$ cat src/rtl/conv1_layer1_sched_pkg.sv
`default_nettype none
// ============================================================================
// Package : conv_sched_pkg
// Purpose : Shared types, default timing constants and sizing helpers for
//           the conv1/layer1 dense-datapath sequencer.
// Rev     : 1.0  initial release
// ============================================================================
package conv_sched_pkg;

  typedef enum logic [2:0] {
    ST_IDLE     = 3'd0,
    ST_START    = 3'd1,
    ST_SETUP    = 3'd2,
    ST_REQ      = 3'd3,
    ST_WAIT_ACK = 3'd4,
    ST_GAP      = 3'd5,
    ST_FIN      = 3'd6
  } state_t;

  localparam int DEF_SETUP_CYC = 2;
  localparam int DEF_GAP_CYC   = 10;
  localparam int DEF_TO_CYC    = 1024;

  function automatic int max_of3(input int a, input int b, input int c);
    int m;
    m = a;
    if (b > m) m = b;
    if (c > m) m = c;
    return m;
  endfunction

  // Bits needed to hold values 0..max_val, never less than 1.
  function automatic int cnt_width(input int max_val);
    int w;
    w = $clog2(max_val + 1);
    return (w < 1) ? 1 : w;
  endfunction

endpackage
`default_nettype wire

$ cat src/rtl/conv1_layer1_sched_dcnt.sv
`default_nettype none
// ============================================================================
// Module  : sched_dcnt
// Purpose : Loadable saturating down-counter with an expiry flag. Shared by
//           the SETUP, GAP and WAIT_ACK phases of the sequencer.
// Ports   : clk, rst      - clock, async active-high reset
//           load/load_val - synchronous load (has priority over dec)
//           dec           - decrement by one, saturating at zero
//           expired       - count is at its last cycle (<= 1)
// Rev     : 1.0  initial release
// ============================================================================
module sched_dcnt #(
  parameter int W = 8
) (
  input  logic         clk,
  input  logic         rst,
  input  logic         load,
  input  logic [W-1:0] load_val,
  input  logic         dec,
  output logic         expired
);

  logic [W-1:0] r_cnt;

  always_ff @(posedge clk or posedge rst) begin
    if (rst) begin
      r_cnt <= '0;
    end else if (load) begin
      r_cnt <= load_val;
    end else if (dec && (r_cnt != '0)) begin
      r_cnt <= r_cnt - W'(1);
    end
  end

  // Expiry is flagged on the final counted cycle so the owning state can
  // leave on that same edge; a count of 0 means "leave immediately".
  assign expired = (r_cnt <= W'(1));

endmodule
`default_nettype wire

$ cat src/rtl/conv1_layer1_sched.sv
`default_nettype none
// ============================================================================
// Module  : conv1_layer1_sched
// Purpose : Sequencer for the conv1/layer1 dense datapath. A host go pulse
//           starts a pass: one start pulse, a setup wait, then one paced
//           need_data request per row, each acknowledged before the next.
// Ports   : clk, rst (async, active-high)
//           go, cfg_rows          - host pass request / row count
//           buf_rdy, row_ack      - datapath handshake inputs
//           start, need_data      - one-cycle datapath strobes
//           busy, done, err       - pass status (err is sticky per pass)
//           row_idx               - rows acknowledged in this pass
// Rev     : 1.0  initial release
// ============================================================================
module conv1_layer1_sched
  import conv_sched_pkg::*;
#(
  parameter int ROW_W     = 8,
  parameter int SETUP_CYC = DEF_SETUP_CYC,
  parameter int GAP_CYC   = DEF_GAP_CYC,
  parameter int TO_CYC    = DEF_TO_CYC
) (
  input  logic             clk,
  input  logic             rst,
  input  logic             go,
  input  logic [ROW_W-1:0] cfg_rows,
  input  logic             buf_rdy,
  input  logic             row_ack,
  output logic             start,
  output logic             need_data,
  output logic             busy,
  output logic             done,
  output logic             err,
  output logic [ROW_W-1:0] row_idx
);

  localparam int CNT_W = cnt_width(max_of3(SETUP_CYC, GAP_CYC, TO_CYC + 1));

  // Load values are chosen so each phase's idle span matches the cycle
  // counts seen at the outputs: the REQ cycle itself absorbs one cycle of
  // SETUP and GAP, while WAIT_ACK includes the need_data cycle.
  localparam logic [CNT_W-1:0] SETUP_LD = CNT_W'(SETUP_CYC - 1);
  localparam logic [CNT_W-1:0] GAP_LD   = CNT_W'(GAP_CYC - 1);
  localparam logic [CNT_W-1:0] TO_LD    = CNT_W'(TO_CYC + 1);

  state_t           r_state;
  logic [ROW_W-1:0] r_cfg;

  logic             w_ld;
  logic [CNT_W-1:0] w_ld_val;
  logic             w_dec;
  logic             w_expired;
  logic             w_ack_ok;
  logic             w_last;
  logic [ROW_W-1:0] w_idx_inc;

  // An ack arriving alongside the request strobe cannot be a response to it.
  assign w_ack_ok  = (r_state == ST_WAIT_ACK) && row_ack && !need_data;
  assign w_idx_inc = row_idx + ROW_W'(1);
  assign w_last    = (w_idx_inc == r_cfg);

  always_comb begin
    w_ld     = 1'b0;
    w_ld_val = '0;
    w_dec    = 1'b0;
    case (r_state)
      ST_START: begin
        w_ld     = 1'b1;
        w_ld_val = SETUP_LD;
      end
      ST_SETUP, ST_GAP: w_dec = 1'b1;
      ST_REQ: begin
        w_ld     = buf_rdy;
        w_ld_val = TO_LD;
      end
      ST_WAIT_ACK: begin
        if (w_ack_ok) begin
          w_ld     = 1'b1;
          w_ld_val = GAP_LD;
        end else begin
          w_dec = 1'b1;
        end
      end
      default: ;
    endcase
  end

  sched_dcnt #(
    .W (CNT_W)
  ) u_dcnt (
    .clk      (clk),
    .rst      (rst),
    .load     (w_ld),
    .load_val (w_ld_val),
    .dec      (w_dec),
    .expired  (w_expired)
  );

  always_ff @(posedge clk or posedge rst) begin
    if (rst) begin
      r_state   <= ST_IDLE;
      r_cfg     <= '0;
      start     <= 1'b0;
      need_data <= 1'b0;
      busy      <= 1'b0;
      done      <= 1'b0;
      err       <= 1'b0;
      row_idx   <= '0;
    end else begin
      start     <= 1'b0;
      need_data <= 1'b0;
      done      <= 1'b0;
      case (r_state)
        ST_IDLE: begin
          if (go) begin
            r_cfg   <= cfg_rows;
            row_idx <= '0;
            err     <= 1'b0;
            start   <= 1'b1;
            busy    <= 1'b1;
            r_state <= ST_START;
          end
        end
        ST_START: begin
          if (r_cfg == '0) begin
            done    <= 1'b1;
            busy    <= 1'b0;
            r_state <= ST_FIN;
          end else if (SETUP_CYC <= 1) begin
            r_state <= ST_REQ;
          end else begin
            r_state <= ST_SETUP;
          end
        end
        ST_SETUP: begin
          if (w_expired) r_state <= ST_REQ;
        end
        ST_REQ: begin
          if (buf_rdy) begin
            need_data <= 1'b1;
            r_state   <= ST_WAIT_ACK;
          end
        end
        ST_WAIT_ACK: begin
          // Ack is checked first so a coincident timeout loses.
          if (w_ack_ok) begin
            row_idx <= w_idx_inc;
            if (w_last) begin
              done    <= 1'b1;
              busy    <= 1'b0;
              r_state <= ST_FIN;
            end else if (GAP_CYC <= 1) begin
              r_state <= ST_REQ;
            end else begin
              r_state <= ST_GAP;
            end
          end else if (w_expired) begin
            err     <= 1'b1;
            done    <= 1'b1;
            busy    <= 1'b0;
            r_state <= ST_FIN;
          end
        end
        ST_GAP: begin
          if (w_expired) r_state <= ST_REQ;
        end
        ST_FIN: begin
          r_state <= ST_IDLE;
        end
        default: begin
          r_state <= ST_IDLE;
          busy    <= 1'b0;
        end
      endcase
    end
  end

endmodule
`default_nettype wire

$ cat config.mk
export PLATFORM = sky130hd
export DESIGN_NAME = conv1_layer1_sched
export DESIGN_NICKNAME = d
export VERILOG_FILES = /design/src/rtl/conv1_layer1_sched_pkg.sv /design/src/rtl/conv1_layer1_sched_dcnt.sv /design/src/rtl/conv1_layer1_sched.sv
export SDC_FILE = /design/constraint.sdc
export NUM_CORES = 1
export LEC_CHECK = 0
export BUFFER_PORTS_ARGS = -buffer_cell sky130_fd_sc_hd__buf_2
export CAP_MARGIN = 25
export CORE_MARGIN = 10
export CORE_UTILIZATION = 58
export DETAILED_ROUTE_END_ITERATION = 16
export HOLD_SLACK_MARGIN = 0.06
export MAX_ROUTING_LAYER = met4
export PLACE_DENSITY = 0.8
export REMOVE_ABC_BUFFERS = 1
export SLEW_MARGIN = 20
export SYNTH_ARGS = -nofsm -noshare
export SYNTH_HDL_FRONTEND = slang
export SYNTH_SLANG_ARGS = --single-unit
export TNS_END_PERCENT = 1
$ cat constraint.sdc
create_clock -name clk -period 2.1 [get_ports clk]
set_input_delay 0.105 -clock clk [delete_from_list [all_inputs] [get_ports clk]]
set_output_delay 0.105 -clock clk [all_outputs]
set_load 0.02 [all_outputs]
# Word level (Yosys, flattened, before mapping)

Cells that the tools add are included.
W data, S select, Z words.

Register bits after elaboration: 35
Output and inout port bits: 13

$add $sub $neg: 2
Reduce and logical (&&, ||, !) cells: 16
Muxes and demuxes: 38
Eq/ne operators: 16
Order comparisons: 1
Bitwise logic cells: 1

Operators with widths:

| cell                    | number |
|---|---|
| $pmux W11 S3            | 1 |
| $mux W11                | 2 |
| $mux W1                 | 18 |
| $mux W3                 | 6 |
| $mux W8                 | 2 |
| $pmux W8 S2             | 1 |
| $pmux W3 S5             | 1 |
| $le A11 B1 Y1 const B   | 1 |
| $reduce_bool A11 Y1     | 1 |
| $sub A11 B1 Y11 const B | 1 |
| $ne A2 B2 Y1 const B    | 5 |
| $eq A3 B3 Y1 const B    | 3 |
| $add A8 B1 Y8 const B   | 1 |
| $eq A8 B8 Y1            | 1 |
| $logic_not A8 Y1        | 1 |
| $reduce_and A4 Y1       | 2 |
| $eq A3 B2 Y1 const B    | 2 |
| $pmux W1 S2             | 3 |
| $reduce_and A5 Y1       | 1 |
| $mux W4                 | 1 |
| $ne A2 B1 Y1 const B    | 2 |
| $pmux W1 S4             | 1 |
| $reduce_bool A2 Y1      | 2 |
| $reduce_or A4 Y1        | 1 |
| 12 further kinds        | 14 |

# Depth between registers and ports, before layout

Gate-level depths: netlist of the first run.

Word-level depth: 8
Depth in mapped cells: 7
Gate-level depth less buffers: 6

# Cells and area by module

Synthesis of the first run repeated with hierarchy kept, for this count alone.

Cell total of the unflattened synthesis: 213
Area total of the unflattened synthesis: 2,065.7 µm²

Modules (own cells, without submodules):

| module             | area each (µm²) | times used | cells an instance |
|---|---|---|---|
| conv1_layer1_sched | 1,317.5         | 1          | 136 |
| sched_dcnt         | 748.2           | 1          | 77 |

# Worst setup path after synthesis of the first run

No wires, ideal clock.

Kind: register to register
From: register row_idx[0]
To: register r_state[0]
Path buffers: 0
Stages on the path, launching flop included: 7
Data required time: 1.965 ns
Arrival time: 1.715 ns
Clock period less this slack: 1.850 ns
Library setup time: 0.135 ns
Slack: 0.250 ns
Cells stage by stage: dfrtp_1 ha_1 xor3_1 o32ai_1 o2111a_1 o211a_1 o22ai_1

Longest elaborated chain between the ends: 5

RTL lines:

| item                   | line                      | source |
|---|---|---|
| start, declared        | conv1_layer1_sched.sv:34  | `output logic [ROW_W-1:0] row_idx` |
| start signal, assigned | conv1_layer1_sched.sv:147 | `row_idx <= w_idx_inc;` |
| $add A8 B1 Y8          | conv1_layer1_sched.sv:59  | `assign w_idx_inc = row_idx + ROW_W'(1);` |
| $eq A8 B8 Y1           | conv1_layer1_sched.sv:60  | `assign w_last = (w_idx_inc == r_cfg);` |
| $mux W2                | conv1_layer1_sched.sv:148 | `if (w_last) begin` |
| $mux W3                | conv1_layer1_sched.sv:146 | `if (w_ack_ok) begin` |
| $pmux W3 S5            | conv1_layer1_sched.sv:113 | `case (r_state)` |
| end signal, assigned   | conv1_layer1_sched.sv:151 | `r_state <= ST_FIN;` |
| end signal, assigned   | conv1_layer1_sched.sv:153 | `r_state <= ST_REQ;` |
| end signal, assigned   | conv1_layer1_sched.sv:155 | `r_state <= ST_GAP;` |
| end, declared          | conv1_layer1_sched.sv:46  | `state_t r_state;` |

No other way between the ends.
A chain may end at the register's enable or synchronous reset.

# Worst setup path after layout of the first run

From: register row_idx[0]
To: register busy

Longest elaborated chain between the ends: 4

RTL lines:

| item                               | line                      | source |
|---|---|---|
| $add A8 B1 Y8                      | conv1_layer1_sched.sv:59  |  |
| $eq A8 B8 Y1                       | conv1_layer1_sched.sv:60  |  |
| $ne A3 B3 Y1 (no source line)      | --                        |  |
| $reduce_and A5 Y1 (no source line) | --                        |  |
| end signal, assigned               | conv1_layer1_sched.sv:105 | `busy <= 1'b0;` |
| end signal, assigned               | conv1_layer1_sched.sv:120 | `busy <= 1'b1;` |
| end signal, assigned               | conv1_layer1_sched.sv:127 | `busy <= 1'b0;` |
| end, declared                      | conv1_layer1_sched.sv:31  | `output logic busy,` |

No other way between the ends.

==> run_results.csv, run 1 <==
group,metric,value,unit
run_status,status,"complete, no violations",
synth,seq_area_frac_synth,41.7,%
drt,drtIter0Drc,176,
worst_setup_path,cp_max_fo,8,
worst_setup_path,critPathKind,"reg -> reg",
global_routing,grt_pass1_wl,8.55,mm
worst_setup_path,cp_cell_sequence,"ha_1 -> nand3_1 -> nor3_1 -> nor4b_2 -> o211a_1 -> a211oi_1",
clock_tree,cts_tree,"done",
worst_setup_path,end_kind,"flop",
worst_setup_path,cp_num_buf_inv,0,
final_layout,finish.utilization,72.9,%
global_routing,grt_overflow,0,
synth,yosysWarnings,0,
pwr,peakVddDrop,0.745,mV
synth,synth_most_common_cell,"dfrtp_1",
synth,synth.top_cell.area_share,41.7,%
floorplanning,die_h,80.2,um
placed_design,place_hpwl,3.46,mm
global_routing,grt_usage,17.0,%
final_layout,area_growth,18.7,%
drt,drt_first_pass_iters,4,
worst_setup_path,startpoint,"row_idx[0]",
drt,vias_per_cell,5.84,
worst_hold_path,hp-start,"go",
clock_tree,htreeDepth,2,
global_routing,antenna_found_initial,0,
global_routing,grt_max_degree,36,
timing,timing.final.crit_share,89.9,%
clock_tree,post_cts_buffers,0,
clock_tree,clock_sinks,35,
worst_setup_path,cp_top_family,"simple AND/OR/NAND/NOR gates",
worst_setup_path,worstPathArrival,2.15,ns
clock_tree,clk_latency,0.35,ns
worst_setup_path,cp-start-kind,"flop",
synth,synth_edf_count,0,
timing,clock_skew,0.0159,ns
drt,wl,4.89,mm
timing,setup_tns,0,ns
synth,synthFlopType,"dfrtp_1",
worst_setup_path,cp_slowest_stage_delay,0.47,ns
timing,maxClockFrequency,0.529,GHz
final_layout,diodes,0,
floorplanning,fp-row-count,21,
global_routing,grt_pass1_vias,1792,
floorplanning,coreArea,3420,sq um
synth,synthTopCellsByCount,"dfrtp_1, nor2_1, a21oi_1",
worst_hold_path,hold_depth,4,
floorplanning,io_pins,26,
final_layout,fillers,277,
placed_design,io_buffers,25,
final_layout,nNetsFinal,282,
pwr,power.leakage,1.14,nW
worst_setup_path,slowest_stage,"dfrtp_1",
timing,min_period,1.89,ns
placed_design,pre_cts_slack,0.182,ns
timing,setup_slack,0.211,ns
worst_setup_path,crit_cells,6,
final_layout,seq_area,876,sq um
final_layout,multi_input_area,1160,sq um
synth,netlist_area,2100,sq um
timing,finalSetupViolations,0,
synth,ys_async_sr_fraction,100,%
clock_tree,path_clk_slew,0.11,ns
clock_tree,clk_path_buf_depth,2,
synth,synth-seq-cells,35,
drt,vias,1823,
timing,finalHoldViolations,0,
timing,rsz0062_at_grt,"no",
synth,yosys-top-cells-area,"dfrtp_1, xor2_1, mux2_2, nor2_1, a21oi_1",
synth,yosysTopAreaCell,"dfrtp_1",
final_layout,final_cell_area,2490,sq um
placed_design,postPlaceCellArea,2330,sq um
drt,drc_errors,0,
clock_tree,cts-root-buf,"clkbuf_4",
worst_setup_path,r2r-start,"row_idx[0]",
final_layout,drive_gt1_share,21.4,%
floorplanning,die_x,80.2,um
placed_design,gp_congestion,0.923,
floorplanning,dieArea,6430,sq um
synth,avgSynthCellArea,9.50,sq um
worst_hold_path,hold_class,"in -> reg",
synth,syn-instance-count,221,
drt,ant_nets,0,
floorplanning,initial_utilization,61.5,%
timing,slew_violations,0,
drt,wire_per_inst,15.7,um
timing,worstMarginPinSlew,0.578,ns
worst_setup_path,rr_worst_depth,6,
pwr,cellPowerDensity,1330,nW/um^2
synth,synth_cell_types,53,
worst_setup_path,crit_required,2.36,ns
clock_tree,cts_buffers,5,
pwr,totalPowerFinal,3.30,mW
run,max_cap_violations,0,
timing,relSlewSlack,61.3,%
==> worst reg2reg max path, delay by kind of cell, from the launching register on <==
family	cells	cell delay [ns]
AO/OA/AOI/OAI	2	0.49
adder cells (fa/ha/maj)	1	0.25
AND/OR/NAND/NOR	3	0.59
flip-flops	1	0.47
==> flip-flops by register name, summed over array words and instances (netlist names) <==
register	flops
u_dcnt.r_cnt	11
r_cfg	8
need_data	1
start	1
busy	1
done	1
r_state	3
row_idx	8
err	1
==> layout by cell type, fill, tap and decap left out, types with 3 or more instances in the layout <==
| cell | instances |
|---|---|
| o31ai_1 | 4 |
| o21ai_1 | 3 |
| dlygate4sd3_1 | 10 |
| clkbuf_4 | 5 |
| or3_1 | 4 |
| ha_1 | 4 |
| o21ai_0 | 10 |
| mux2_2 | 8 |
| a31oi_1 | 3 |
| dfrtp_1 | 35 |
| nor4_1 | 3 |
| a21oi_1 | 16 |
| nor2b_1 | 3 |
| inv_1 | 10 |
| nand3_1 | 5 |
| and2_1 | 3 |
| buf_2 | 25 |
| nand4_1 | 6 |
| nand2_1 | 14 |
| nor3_1 | 7 |
| xor2_1 | 12 |
| nor2_1 | 22 |
| buf_4 | 8 |
==> metrics by stage <==
step | std cells | hold slack, ns
3_3_place_gp | 294 | 0.221
2_1_floorplan | 214 | 0.244
4_1_cts | 312 | 0.217
6_report | 312 | 0.216
5_1_grt | 312 | 0.249
3_5_place_dp | 294 | 0.231
==> logic make-up (layout without fill, tap and decap cells) <==
| family | Yosys count | after routing | share of synthesized area (%) |
|---|---|---|---|
| AND/OR/NAND/NOR | 85 | 85 | 23.4 |
| AO/OA/AOI/OAI | 56 | 56 | 17.5 |
| flip-flops | 35 | 35 | 41.7 |
| buffers and inverters | 17 | 62 | 3.28 |
| XOR/XNOR | 14 | 14 | 6.56 |
| multiplexers | 10 | 10 | 5.24 |
| adder cells (fa/ha/maj) | 4 | 4 | 2.38 |
==> worst paths after layout <==
check | endpoint | slack (ns)
min in group asynchronous | r_state[0] | 0.39
worst min register to register | row_idx[7] | 0.53
worst max-delay path | busy | 0.21
worst max register to register | busy | 0.21
max in group asynchronous | row_idx[1] | 1.40
worst min-delay path | err | 0.22
==> where the power goes <==
part | switching (mW) | total, mW | internal (mW)
clock network | 0.236 | 0.365 | 0.129
registers | 0.301 | 1.20 | 0.898
logic | 0.959 | 1.74 | 0.782
==> final cells by class <==
type	count	share of cell area (%)
multi-input cells	169	46.6
clock inverters	2	0.502
repair buffers	44	12.3
clock buffers	6	1.66
well taps	46	2.31
inverters	10	1.51
flip-flops and latches	35	35.2
==> routing by layer <==
metal	vias up	part of all wire, %	track usage [%]
li1	890	-	-
met4	0	1.6	5.99
met5	-	0	-
met2	56	47	26.1
met3	8	6.5	4.45
met1	869	45	21.1
==> repair_timing <==
action,in CTS,in global routing
resized for setup,0,1
setup endpoints to repair,0,4
hold endpoints to repair,44,0
hold buffers,10,0
Note: power is estimated with default switching activity, not from simulation.
==> run 2: changes to the inputs <==
--- a/config.mk
+++ b/config.mk
@@ -6,13 +6,12 @@
 export NUM_CORES = 1
 export LEC_CHECK = 0
 export BUFFER_PORTS_ARGS = -buffer_cell sky130_fd_sc_hd__buf_2
-export CAP_MARGIN = 25
+export CAP_MARGIN = 20
 export CORE_MARGIN = 10
-export CORE_UTILIZATION = 58
+export CORE_UTILIZATION = 45
 export DETAILED_ROUTE_END_ITERATION = 16
 export HOLD_SLACK_MARGIN = 0.06
 export MAX_ROUTING_LAYER = met4
-export PLACE_DENSITY = 0.8
 export REMOVE_ABC_BUFFERS = 1
 export SLEW_MARGIN = 20
 export SYNTH_ARGS = -nofsm -noshare
==> constraint.sdc (replaced) <==
create_clock -name clk -period 2.1 [get_ports clk]
set_input_delay 0.315 -clock clk [delete_from_list [all_inputs] [get_ports clk]]
set_output_delay 0.315 -clock clk [all_outputs]
set_load 0.02 [all_outputs]
==> run 2 against run 1 <==
- total power increased by 6.4%
- register-to-register slack got worse by 0.05 ns
- worst setup slack got worse by 0.050 ns
- hold slack got worse by 0.10 ns
- global-route usage decreased by 3.0 points
- critical endpoint unchanged
- largest power group unchanged
- highest routed layer unchanged
==> run_results.csv, run 2 (synthesis gave the netlist of run 1 again) <==
group,metric,value,unit
timing,finalSetupViolations,0,
final_layout,largest-register,"u_dcnt.r_cnt",
pwr,power.leakage,1.13,nW
timing,finalHoldViolations,0,
final_layout,instances_no_fill,309,
placed_design,pre_cts_slack,0.170,ns
worst_setup_path,critPathKind,"reg -> reg",
placed_design,io_buffers,25,
floorplanning,die_x,88.3,um
drt,vias,1775,
clock_tree,htreeDepth,2,
global_routing,grt_pass1_vias,1806,
final_layout,diodes,0,
placed_design,dp_cells,301,
clock_tree,clock_sinks,35,
drt,wl,4.93,mm
final_layout,area_growth,17.1,%
floorplanning,dieArea,7800,sq um
final_layout,finish.utilization,55.3,%
floorplanning,io_pins,26,
floorplanning,fp-row-count,24,
timing,relSlewSlack,63.0,%
clock_tree,cts-root-buf,"clkbuf_8",
final_layout,nNetsFinal,273,
timing,slew_violations,0,
final_layout,reg_top3,"u_dcnt.r_cnt (11), r_cfg (8), row_idx (8)",
pwr,peakVddDrop,0.741,mV
drt,drc_errors,0,
placed_design,place_hpwl,3.59,mm
worst_setup_path,r2r-start,"u_dcnt.r_cnt[2]",
timing,clock_skew,0.00813,ns
worst_setup_path,rr_worst_depth,5,
worst_setup_path,cp-start-kind,"flop",
timing,setup_slack,0.161,ns
drt,drt_first_pass_iters,4,
clock_tree,path_clk_slew,0.08,ns
timing,rsz0062_at_grt,"no",
drt,drtIter0Drc,120,
final_layout,final_common_cell,"dfrtp_1",
pwr,clkPwrFrac,18.2,%
pwr,internal_power,2.03,mW
worst_setup_path,cp_top_family,"compound AO/OA/AOI/OAI gates",
final_layout,final_cell_area,2460,sq um
drt,wire_per_inst,16.0,um
worst_setup_path,cp_cell_sequence,"nor4_4 -> o2111ai_1 -> a221o_1 -> a21oi_1 -> a211oi_1",
timing,maxClockFrequency,0.516,GHz
floorplanning,coreArea,4440,sq um
worst_setup_path,worstPathArrival,2.12,ns
floorplanning,die_h,88.3,um
clock_tree,cts_tree,"done",
run,max_cap_violations,0,
global_routing,antenna_found_initial,0,
pwr,power.switching,1.49,mW
timing,worstMarginPinSlew,0.553,ns
pwr,totalPowerFinal,3.51,mW
clock_tree,clk_path_buf_depth,2,
drt,ant_nets,0,
placed_design,postPlaceCellArea,2330,sq um
final_layout,largest_register_ffs,11,
clock_tree,clk_latency,0.29,ns
pwr,switching_share,42.3,%
timing,min_period,1.94,ns
global_routing,grt_overflow,0,
global_routing,grt_usage,14.0,%
worst_setup_path,r2r-end,"busy",
drt,vias_per_cell,5.74,
worst_setup_path,cp_slowest_stage_delay,0.48,ns
worst_setup_path,slowest_stage,"dfrtp_1",
final_layout,drive_gt1_share,23.3,%
floorplanning,initial_utilization,47.2,%
pwr,p_seq_share,34.4,%
pwr,cellPowerDensity,1430,nW/um^2
placed_design,gp_congestion,0.898,
global_routing,grt_max_degree,36,
worst_setup_path,rrSetupSlack,0.16,ns
worst_setup_path,crit_required,2.28,ns
pwr,combPwrFrac,47.4,%
worst_setup_path,cp_num_buf_inv,0,
worst_setup_path,end_kind,"flop",
clock_tree,post_cts_buffers,0,
run_status,status,"complete, no violations",
worst_setup_path,cp_max_fo,6,
final_layout,layout_common_cells,"dfrtp_1, buf_2, nor2_1",
timing,timing.final.crit_share,92.3,%
global_routing,grt_pass1_wl,8.58,mm
worst_hold_path,hold_class,"in -> async",
clock_tree,cts_buffers,5,
==> run 2: cell count changes in the layout (fill, tap and decap cells not counted), sizes merged <==
cell,before,now
buf,34,35
bufinv,0,1
clkinvlp,1,0
dlygate4sd3,10,0
==> run 2: through the flow <==
step | hold WS, ns | TNS (ns)
floorplan | 0.454 | -0.180
global placement | 0.439 | 0
detailed placement | 0.444 | 0
CTS | 0.124 | 0
global route | 0.162 | 0
finish | 0.112 | 0
==> run 2: timing repair <==
action,4_1_cts,5_1_grt
hold buffers,0,0
gates resized for setup,0,2
setup endpoints to repair,0,4
==> run 2: worst max path at each step <==
stage                     from         endpoint  slack (ns)  cells after the start
6_report       u_dcnt.r_cnt[2]             busy        0.16                      5
4_1_cts             row_idx[0]             done        0.14                      6
3_3_place_gp        row_idx[0]             done        0.19                      6
5_1_grt             row_idx[1]             done        0.01                      6
2_1_floorplan       r_state[2]  u_dcnt.r_cnt[3]       -0.18                      5
3_5_place_dp        row_idx[0]             done        0.17                      6
==> run 2: power by group through the flow <==
stage | clock [mW] | combinational [mW] | sequential, mW
finish | 0.640 | 1.67 | 1.21
detailed placement | 0 | 1.66 | 1.21
global route | 0.686 | 1.86 | 1.25
CTS | 0.655 | 1.67 | 1.20
global placement | 0 | 1.66 | 1.21
floorplan | 0 | 1.16 | 1.22
==> run 2: area by class of cell <==
cell class	count	area, sq um
fill	422	1990
multi-input combinational	169	1160
sequential	35	877
timing repair buffer	35	200
clock buffer	6	82.6
tap	52	65.1
inverter	10	37.5
clock inverter	2	35.0
==> run 2: tightest hold or removal path, stage by stage <==
cell	delay, ns
buf_2	0.09
inv_1	0.04
buf_4	0.39
==> run 2: layer usage <==
metal / part of all wire (%) / global-route usage, %
met5: 0 / -
met4: 1.4 / 5.29
met3: 2.8 / 2.85
met2: 50 / 23.2
met1: 45 / 16.3
==> run 3: changes to the inputs <==
--- a/config.mk
+++ b/config.mk
@@ -17,4 +17,4 @@
 export SYNTH_ARGS = -nofsm -noshare
 export SYNTH_HDL_FRONTEND = slang
 export SYNTH_SLANG_ARGS = --single-unit
-export TNS_END_PERCENT = 1
+export TNS_END_PERCENT = 100
==> constraint.sdc (replaced) <==
create_clock -name clk -period 2.1 [get_ports clk]
set_input_delay 0.525 -clock clk [delete_from_list [all_inputs] [get_ports clk]]
set_output_delay 0.525 -clock clk [all_outputs]
set_load 0.02 [all_outputs]
==> run 3 against run 2 <==
- cell count stayed put
- non-clock buffer count stayed put
- utilization is 0.68 points lower
- flip-flop and latch count stayed put
- largest cell class unchanged
- routed wire length hardly changed
- critical endpoint is now done
- final area is 1.2% lower
- sequential share of layout area is 0.44 points higher
- register-to-register slack better by 0.05 ns
- critical path depth is 1 higher
- clock skew is 0.0018 ns lower
- total power is 4.2% lower
==> run_results.csv, run 3 (synthesis gave the netlist of run 1 again) <==
group,metric,value,unit
timing,clock_skew,0.00638,ns
final_layout,drive_gt1_share,22.2,%
placed_design,place_hpwl,3.65,mm
run,max_cap_violations,0,
floorplanning,coreArea,4440,sq um
clock_tree,cts_tree,"done",
worst_setup_path,worstPathArrival,2.10,ns
clock_tree,clock_sinks,35,
drt,vias_per_cell,5.69,
placed_design,dp_cells,301,
global_routing,grt_usage,13.8,%
worst_setup_path,cp_max_fo,8,
floorplanning,die_h,88.3,um
final_layout,final_cell_area,2430,sq um
timing,holdWs,0.331,ns
final_layout,layout_common_cells,"dfrtp_1, buf_2, nor2_1",
pwr,cellPowerDensity,1390,nW/um^2
final_layout,seq_area,877,sq um
global_routing,grt_overflow,0,
timing,relSlewSlack,63.0,%
drt,drtIter0Drc,99,
timing,rsz0062_at_grt,"no",
timing,finalHoldViolations,0,
clock_tree,clk_latency,0.29,ns
worst_setup_path,cp-start-kind,"flop",
worst_setup_path,slowest_stage,"dfrtp_2",
global_routing,antenna_found_initial,0,
timing,finalSetupViolations,0,
floorplanning,die_x,88.3,um
final_layout,area_growth,15.7,%
timing,worstMarginPinSlew,0.553,ns
placed_design,io_buffers,25,
timing,setup_slack,0.207,ns
drt,vias,1759,
floorplanning,fp-row-count,24,
run_status,status,"complete, no violations",
final_layout,largest-register,"u_dcnt.r_cnt",
clock_tree,post_cts_buffers,0,
pwr,power.leakage,1.11,nW
worst_setup_path,critPathKind,"reg -> reg",
final_layout,fillers,419,
clock_tree,path_clk_slew,0.07,ns
placed_design,pre_cts_slack,0.152,ns
clock_tree,hold_buffers,0,
placed_design,postPlaceCellArea,2350,sq um
drt,wl,4.94,mm
timing,maxClockFrequency,0.528,GHz
final_layout,reg_top3,"u_dcnt.r_cnt (11), r_cfg (8), row_idx (8)",
pwr,peakVddDrop,0.621,mV
global_routing,grt_pass1_wl,8.29,mm
worst_setup_path,crit_required,2.31,ns
worst_setup_path,cp_cell_sequence,"ha_1 -> nand3_1 -> o32ai_1 -> o2111a_1 -> o211ai_1 -> o22ai_1",
placed_design,gp_congestion,0.835,
worst_setup_path,cp_slowest_stage_delay,0.44,ns
clock_tree,cts-resized-gates,0,
drt,drc_errors,0,
drt,wire_per_inst,16.0,um
timing,slew_violations,0,
timing,timing.final.crit_share,90.2,%
worst_setup_path,end_kind,"flop",
final_layout,multi_input_area,1150,sq um
final_layout,finish.utilization,54.6,%
final_layout,nNetsFinal,273,
timing,setup_tns,0,ns
clock_tree,clk_path_buf_depth,2,
final_layout,diodes,0,
floorplanning,dieArea,7800,sq um
final_layout,final_common_cell,"dfrtp_1",
worst_hold_path,hold_class,"in -> async",
final_layout,largest_register_ffs,11,
floorplanning,io_pins,26,
timing,min_period,1.89,ns
drt,ant_nets,0,
clock_tree,cts-root-buf,"clkbuf_8",
floorplanning,initial_utilization,47.2,%
global_routing,grt_max_degree,36,
clock_tree,htreeDepth,2,
global_routing,grt_pass1_vias,1744,
pwr,totalPowerFinal,3.37,mW
final_layout,instances_no_fill,309,
drt,drt_first_pass_iters,4,
clock_tree,cts_buffers,5,
-- run 3: cell count changes in the layout (fill, tap and decap cells not counted), sizes merged --
cell and change:
bufinv -1, clkbuf +1
-- run 3: worst max-delay path: cells and delay by family (launching register included) --
kind	cells	cell delay, ns
adder cells (fa/ha/maj)	1	0.25
AO/OA/AOI/OAI	4	0.90
flip-flops	1	0.44
AND/OR/NAND/NOR	1	0.23
-- run 3: layout make-up --
class / count / share of cell area (%)
multi-input cells: 169 / 47.6
flip-flops and latches: 35 / 36.1
repair buffers: 35 / 8.76
clock buffers: 7 / 3.14
well taps: 52 / 2.68
inverters: 10 / 1.55
clock inverters: 1 / 0.206
-- run 3: final timing paths --
kind / startpoint / to / slack (ns) / depth (start not counted)
max: row_idx[0] / done / 0.21 / 6
min: rst / u_dcnt.r_cnt[1] / 0.33 / 3
max reg2reg: row_idx[0] / done / 0.21 / 6
min reg2reg: row_idx[7] / row_idx[7] / 0.52 / 1
max in group asynchronous: rst / row_idx[0] / 1.43 / 3
min in group clk: cfg_rows[3] / r_cfg[3] / 0.47 / 2
-- run 3: metal layers --
| layer | routed length (um) | share of wire [%] | track usage (%) | vias to the layer above |
|---|---|---|---|---|
| met2 | 2420 | 49 | 22.1 | 24 |
| met5 | 0 | 0 | - | - |
| li1 | - | - | - | 880 |
| met4 | 49 | 0.99 | 3.82 | 0 |
| met1 | 2300 | 47 | 16.7 | 850 |
| met3 | 168 | 3.4 | 3.86 | 5 |
-- run 3: where the power goes --
part	leakage, nW	internal (mW)	switching, mW
clock network	0.0422	0.233	0.241
registers	0.453	0.902	0.289
logic	0.613	0.755	0.948
